==> src/rtl/round_ctl.sv <==
// Round controller for the reaction game: random lights-off delay, lit window,
// first-push decision reported as a one-cycle winrnd pulse to the scorer.
module round_ctl #(
    parameter int unsigned MIN_DLY = 16,
    parameter int unsigned LIT_MAX = 200,
    parameter int unsigned GAP     = 8
) (
    input  logic clk,
    input  logic rst,
    input  logic push_l,
    input  logic push_r,
    input  logic game_over,
    output logic leds_on,
    output logic winrnd,
    output logic right
);

    localparam int unsigned LFSR_W = 8;
    localparam int unsigned DLY_W  = 9;
    localparam int unsigned LIT_W  = 16;
    localparam int unsigned GAP_W  = 8;

    typedef enum logic [2:0] {
        S_ARM,
        S_WAIT,
        S_LIT,
        S_REPORT,
        S_GAP,
        S_OVER
    } state_t;

    state_t             state_q, state_d;
    logic [LFSR_W-1:0]  lfsr_q, lfsr_d;
    logic [DLY_W-1:0]   dly_cnt_q, dly_cnt_d;
    logic [LIT_W-1:0]   lit_cnt_q, lit_cnt_d;
    logic [GAP_W-1:0]   gap_cnt_q, gap_cnt_d;
    logic               tie_q, tie_d;
    logic               leds_on_q, leds_on_d;
    logic               winrnd_q, winrnd_d;
    logic               right_q, right_d;

    logic               any_push_c;
    logic               both_push_c;
    logic               winner_right_c;

    // Simultaneous pushes are settled by an alternating tie flop
    always_comb begin
        any_push_c     = push_l | push_r;
        both_push_c    = push_l & push_r;
        winner_right_c = both_push_c ? tie_q : push_r;
    end

    always_comb begin
        state_d   = state_q;
        lfsr_d    = {lfsr_q[6:0], lfsr_q[7] ^ lfsr_q[5] ^ lfsr_q[4] ^ lfsr_q[3]};
        dly_cnt_d = dly_cnt_q;
        lit_cnt_d = lit_cnt_q;
        gap_cnt_d = gap_cnt_q;
        tie_d     = tie_q;
        leds_on_d = leds_on_q;
        winrnd_d  = 1'b0;
        right_d   = 1'b0;

        if (game_over) begin
            // A pulse already on the outputs is left to finish this cycle
            state_d   = S_OVER;
            leds_on_d = 1'b0;
        end else begin
            unique case (state_q)
                S_ARM: begin
                    leds_on_d = 1'b0;
                    if (!any_push_c) begin
                        dly_cnt_d = DLY_W'(MIN_DLY) + DLY_W'(lfsr_q);
                        state_d   = S_WAIT;
                    end
                end
                S_WAIT, S_LIT: begin
                    if (any_push_c) begin
                        state_d   = S_REPORT;
                        winrnd_d  = 1'b1;
                        right_d   = winner_right_c;
                        leds_on_d = (state_q == S_LIT);
                        if (both_push_c) begin
                            tie_d = ~tie_q;
                        end
                    end else if (state_q == S_WAIT) begin
                        dly_cnt_d = dly_cnt_q - DLY_W'(1);
                        if (dly_cnt_q == DLY_W'(1)) begin
                            state_d   = S_LIT;
                            leds_on_d = 1'b1;
                            lit_cnt_d = LIT_W'(LIT_MAX);
                        end
                    end else begin
                        lit_cnt_d = lit_cnt_q - LIT_W'(1);
                        if (lit_cnt_q == LIT_W'(1)) begin
                            state_d   = S_ARM;
                            leds_on_d = 1'b0;
                        end
                    end
                end
                S_REPORT: begin
                    state_d   = S_GAP;
                    leds_on_d = 1'b0;
                    gap_cnt_d = GAP_W'(GAP);
                end
                S_GAP: begin
                    leds_on_d = 1'b0;
                    gap_cnt_d = gap_cnt_q - GAP_W'(1);
                    if (gap_cnt_q == GAP_W'(1)) begin
                        state_d = S_ARM;
                    end
                end
                S_OVER: begin
                    leds_on_d = 1'b0;
                end
                default: begin
                    state_d   = S_ARM;
                    leds_on_d = 1'b0;
                end
            endcase
        end
    end

    always_ff @(posedge clk or negedge rst) begin
        if (!rst) begin
            state_q   <= S_ARM;
            lfsr_q    <= LFSR_W'(8'h01);
            dly_cnt_q <= '0;
            lit_cnt_q <= '0;
            gap_cnt_q <= '0;
            tie_q     <= 1'b0;
            leds_on_q <= 1'b0;
            winrnd_q  <= 1'b0;
            right_q   <= 1'b0;
        end else begin
            state_q   <= state_d;
            lfsr_q    <= lfsr_d;
            dly_cnt_q <= dly_cnt_d;
            lit_cnt_q <= lit_cnt_d;
            gap_cnt_q <= gap_cnt_d;
            tie_q     <= tie_d;
            leds_on_q <= leds_on_d;
            winrnd_q  <= winrnd_d;
            right_q   <= right_d;
        end
    end

    assign leds_on = leds_on_q;
    assign winrnd  = winrnd_q;
    assign right   = right_q;

endmodule

==> config.mk <==
export PLATFORM = sky130hd
export DESIGN_NAME = round_ctl
export DESIGN_NICKNAME = d
export VERILOG_FILES = /design/src/rtl/round_ctl.sv
export SDC_FILE = /design/constraint.sdc
export NUM_CORES = 1
export LEC_CHECK = 0
export CAP_MARGIN = 25
export CORE_MARGIN = 8
export CORE_UTILIZATION = 35
export DETAILED_ROUTE_END_ITERATION = 8
export GPL_ROUTABILITY_DRIVEN = 0
export GPL_TIMING_DRIVEN = 0
export PLACE_DENSITY = 0.46
export SYNTH_ARGS = -nofsm -noshare
export SYNTH_HDL_FRONTEND = slang
export SYNTH_SLANG_ARGS = --single-unit
==> constraint.sdc <==
create_clock -name clk -period 2.81 [get_ports clk]
set_clock_uncertainty 0.1 [all_clocks]
set_input_delay 0.843 -clock clk [delete_from_list [all_inputs] [get_ports clk]]
set_output_delay 0.843 -clock clk [all_outputs]
set_load 0.03 [all_outputs]
==> metrics.md <==
| Metric | Value |
|---|---|
| Final nets | 293 |
| Design area | 2940 um2 |
| Die ar. | 10600 um2 |
| Port Buf Inserts | 6 |
| First-pass GRT wire length | 9.79 mm |
| Yosys cell types | 52 |
| Top cells by count, synth | dfrtp_1, nor2_1, nand2_1, xnor2_1 |
| Standard-cell rows | 31 |
| Fillers | 758 |
| Layout cells sized above 1 | 13.5% |
| EDFF count, synth | 0 |
| Drt via density | 5.08 |
| Final count of hold timing violations | 0 |
| Most common cell in the netlist | dfrtp_1 |
| Synth Flop Type | dfrtp_1 |
| Largest net degree at the start of global routing | 39 |
| Post-route ant nets | 0 |
| CP Capture Type | flop |
| Die H | 103 um |
| Yosys top cell by area | dfrtp_1 |
| Mapped Cells | 267 |
| Clk Latency, worst-skew pair | 0.30 ns |
| Synth Cell Area | 2640 um2 |
| Worst Path Class, Setup | input pin to flop |
| RSZ-0062 raised after global routing | no |
| Hold Path Class | flop to flop |
| Critical Path RT | 2.90 ns |
| Dpl ws | -0.457 ns |
| Slew Viols, Final | 0 |
| Gr ovfl total | 0 |
| Total CTS buffers | 5 |
| DRT Pass-1 Iters | 4 |
| Post-detail-place hpwl | 4.03 mm |
| CP max-delay cell | clkdlybuf4s50_1 |
| Worst-path fanout max | 10 |
| Min Tclk post-route | 2.63 ns |
| IO Count | 8 |
| CP Cell Sequence | clkdlybuf4s50_1, nor2_2, nand3_2, buf_2, nor4_1, xnor2_1, nor2_1 |
| Fmax | 380 MHz |
| Antenna diodes | 0 |
| Starting Density | 36.2% |
| Synthesized Nets | 279 |
| Antenna violations before repair | 0 |
| Reg clk slew, reported paths | 0.09 ns |
| Largest cells by area after synthesis | dfrtp_1, xnor2_1, nor2_1, ha_1, nand2_1 |
| Post-synthesis average cell area | 9.89 um2 |
| YS warnings | 0 |
| Post-CTS Setup Bufs | 0 |
| Die width | 103 um |
| Pwr dens | 615 nW/um2 |
| Core region area | 7290 um2 |
| Post-synth top area share | 44.5% |
| # clock sinks | 48 |
| Slew @ Worst Pin | 0.506 ns |
| Synthesized flop and latch total | 48 |
| H-Tree Depth | 2 |
| Period utilisation layout | 93.7% |
| Worst-case clock buffer depth | 2 |
| Syn-to-layout area delta | 11.3% |
| All-layer global routing usage | 11.6% |
| CP delay by family, top | simple AND/OR/NAND/NOR gates |
| Vias | 1935 |
| Asr flop ratio synth | 100% |
| Status | completed |
| Final wirelength | 5.61 mm |
| Post-route worst setup slack | 0.177 ns |
| Max IR drop VDD | 0.000316 V |
| Post-route DRC | 0 |
| Arrival @ worst endpoint | 2.72 ns |
| LEAKAGE | 1.24 nW |
| Max cap viols | 0 |
| Worst slew margin | 66.2% |
| Fin util | 40.3% |
| Seq/Total Area, Yosys | 45.5% |
| Final setup violation count | 0 |
| Routed WL per cell | 14.7 um |
| Post-DP Area | 2840 um2 |
| TritonCTS clock tree | built |
| Worst path buffer plus inverter count | 2 |
| First DRT Iteration DRCs | 78 |
| Element type at the critical path start | input pin |
| Number of global-route vias before repair | 2059 |
| Crit-path max cell delay | 0.47 ns |
| CTS root buffer | clkbuf_8 |
power breakdown:
group / internal, W / switching (W)
clock network: 0.000201 / 0.000222
logic: 0.000222 / 0.000277
registers: 0.000792 / 0.0000958
total: 0.00121 / 0.000595
final timing paths:
check                                               start                         to  slack, ns  cells past startpoint
worst max-delay path                               push_r  lit_cnt_q[10]$_DFFE_PN0P_       0.18                      7
worst max register to register  lit_cnt_q[12]$_DFFE_PN0P_     state_q[0]$_DFFE_PN0P_       0.53                      5
max in group asynchronous                             rst        lfsr_q[0]$_DFF_PN1_       1.73                      2
min in group asynchronous                             rst  lit_cnt_q[12]$_DFFE_PN0P_       0.31                      1
worst min-delay path                  lfsr_q[2]$_DFF_PN0_        lfsr_q[3]$_DFF_PN0_       0.29                      0
worst min register to register        lfsr_q[2]$_DFF_PN0_        lfsr_q[3]$_DFF_PN0_       0.29                      0
cell type report:
cell class                 count  area (um2)  share of cell area (%)
buffer                        13        61.3                    2.09
multi-input combinational    197        1350                    46.0
timing repair buffer           7        75.1                    2.55
tap                           99         124                    4.21
inverter                       9        33.8                    1.15
sequential                    48        1200                    40.9
clock buffer                   8        90.1                    3.06
repair_timing:
| item | in CTS | in global routing |
|---|---|---|
| hold buffers | 0 | 0 |
| gates resized for setup | 1 | 4 |
| setup endpoints to repair | 10 | 11 |
cells by family (layout without fill, tap and decap cells):
| kind of cell | Yosys count | after routing | synth area share (%) |
|---|---|---|---|
| XOR/XNOR | 26 | 26 | 8.91 |
| flip-flops | 48 | 48 | 45.5 |
| AND/OR/NAND/NOR | 116 | 116 | 25.3 |
| adder cells (fa/ha/maj) | 8 | 8 | 3.69 |
| AO/OA/AOI/OAI | 44 | 44 | 11.8 |
| multiplexers | 3 | 3 | 1.28 |
| buffers and inverters | 22 | 37 | 3.51 |
placed cells by master, fill, tap and decap left out, types with 6 or more instances in the layout:
cell / instances
clkbuf_1: 8
dfrtp_1: 47
a22o_1: 6
a21oi_1: 8
nand2_1: 19
ha_1: 7
nor4_1: 8
xnor2_1: 19
inv_1: 9
clkbuf_8: 6
nor2_1: 28
o21ai_0: 12
nor3_1: 11
xor2_1: 6
nand3_1: 6
per-layer routing:
layer	part of all wire, %	vias to the layer above	track usage (%)
li1	-	972	-
met1	48	942	14.7
met2	49	14	19.4
met3	2.1	7	2.43
met4	1.2	0	3.67
met5	0	-	0
stage by stage:
stage / hold slack [ns] / total power (W) / cells / setup TNS, ns
2_1_floorplan: 0.254 / 0.00127 / 267 / 0
3_5_place_dp: 0.283 / 0.00140 / 373 / -6.25
5_1_grt: 0.309 / 0.00195 / 381 / 0
3_3_place_gp: 0.281 / 0.00139 / 372 / -40.70
4_1_cts: 0.304 / 0.00184 / 381 / 0
6_report: 0.291 / 0.00181 / 381 / 0
registers in the layout, indices dropped and copies added, names as in the netlist:
register and flops:
winrnd 1, lfsr_q 8, lit_cnt_q 16, gap_cnt_q 8, state_q 3, dly_cnt_q 9
right 1, tie_q 1, leds_on 1
Note: power is estimated with default switching activity, not from simulation.
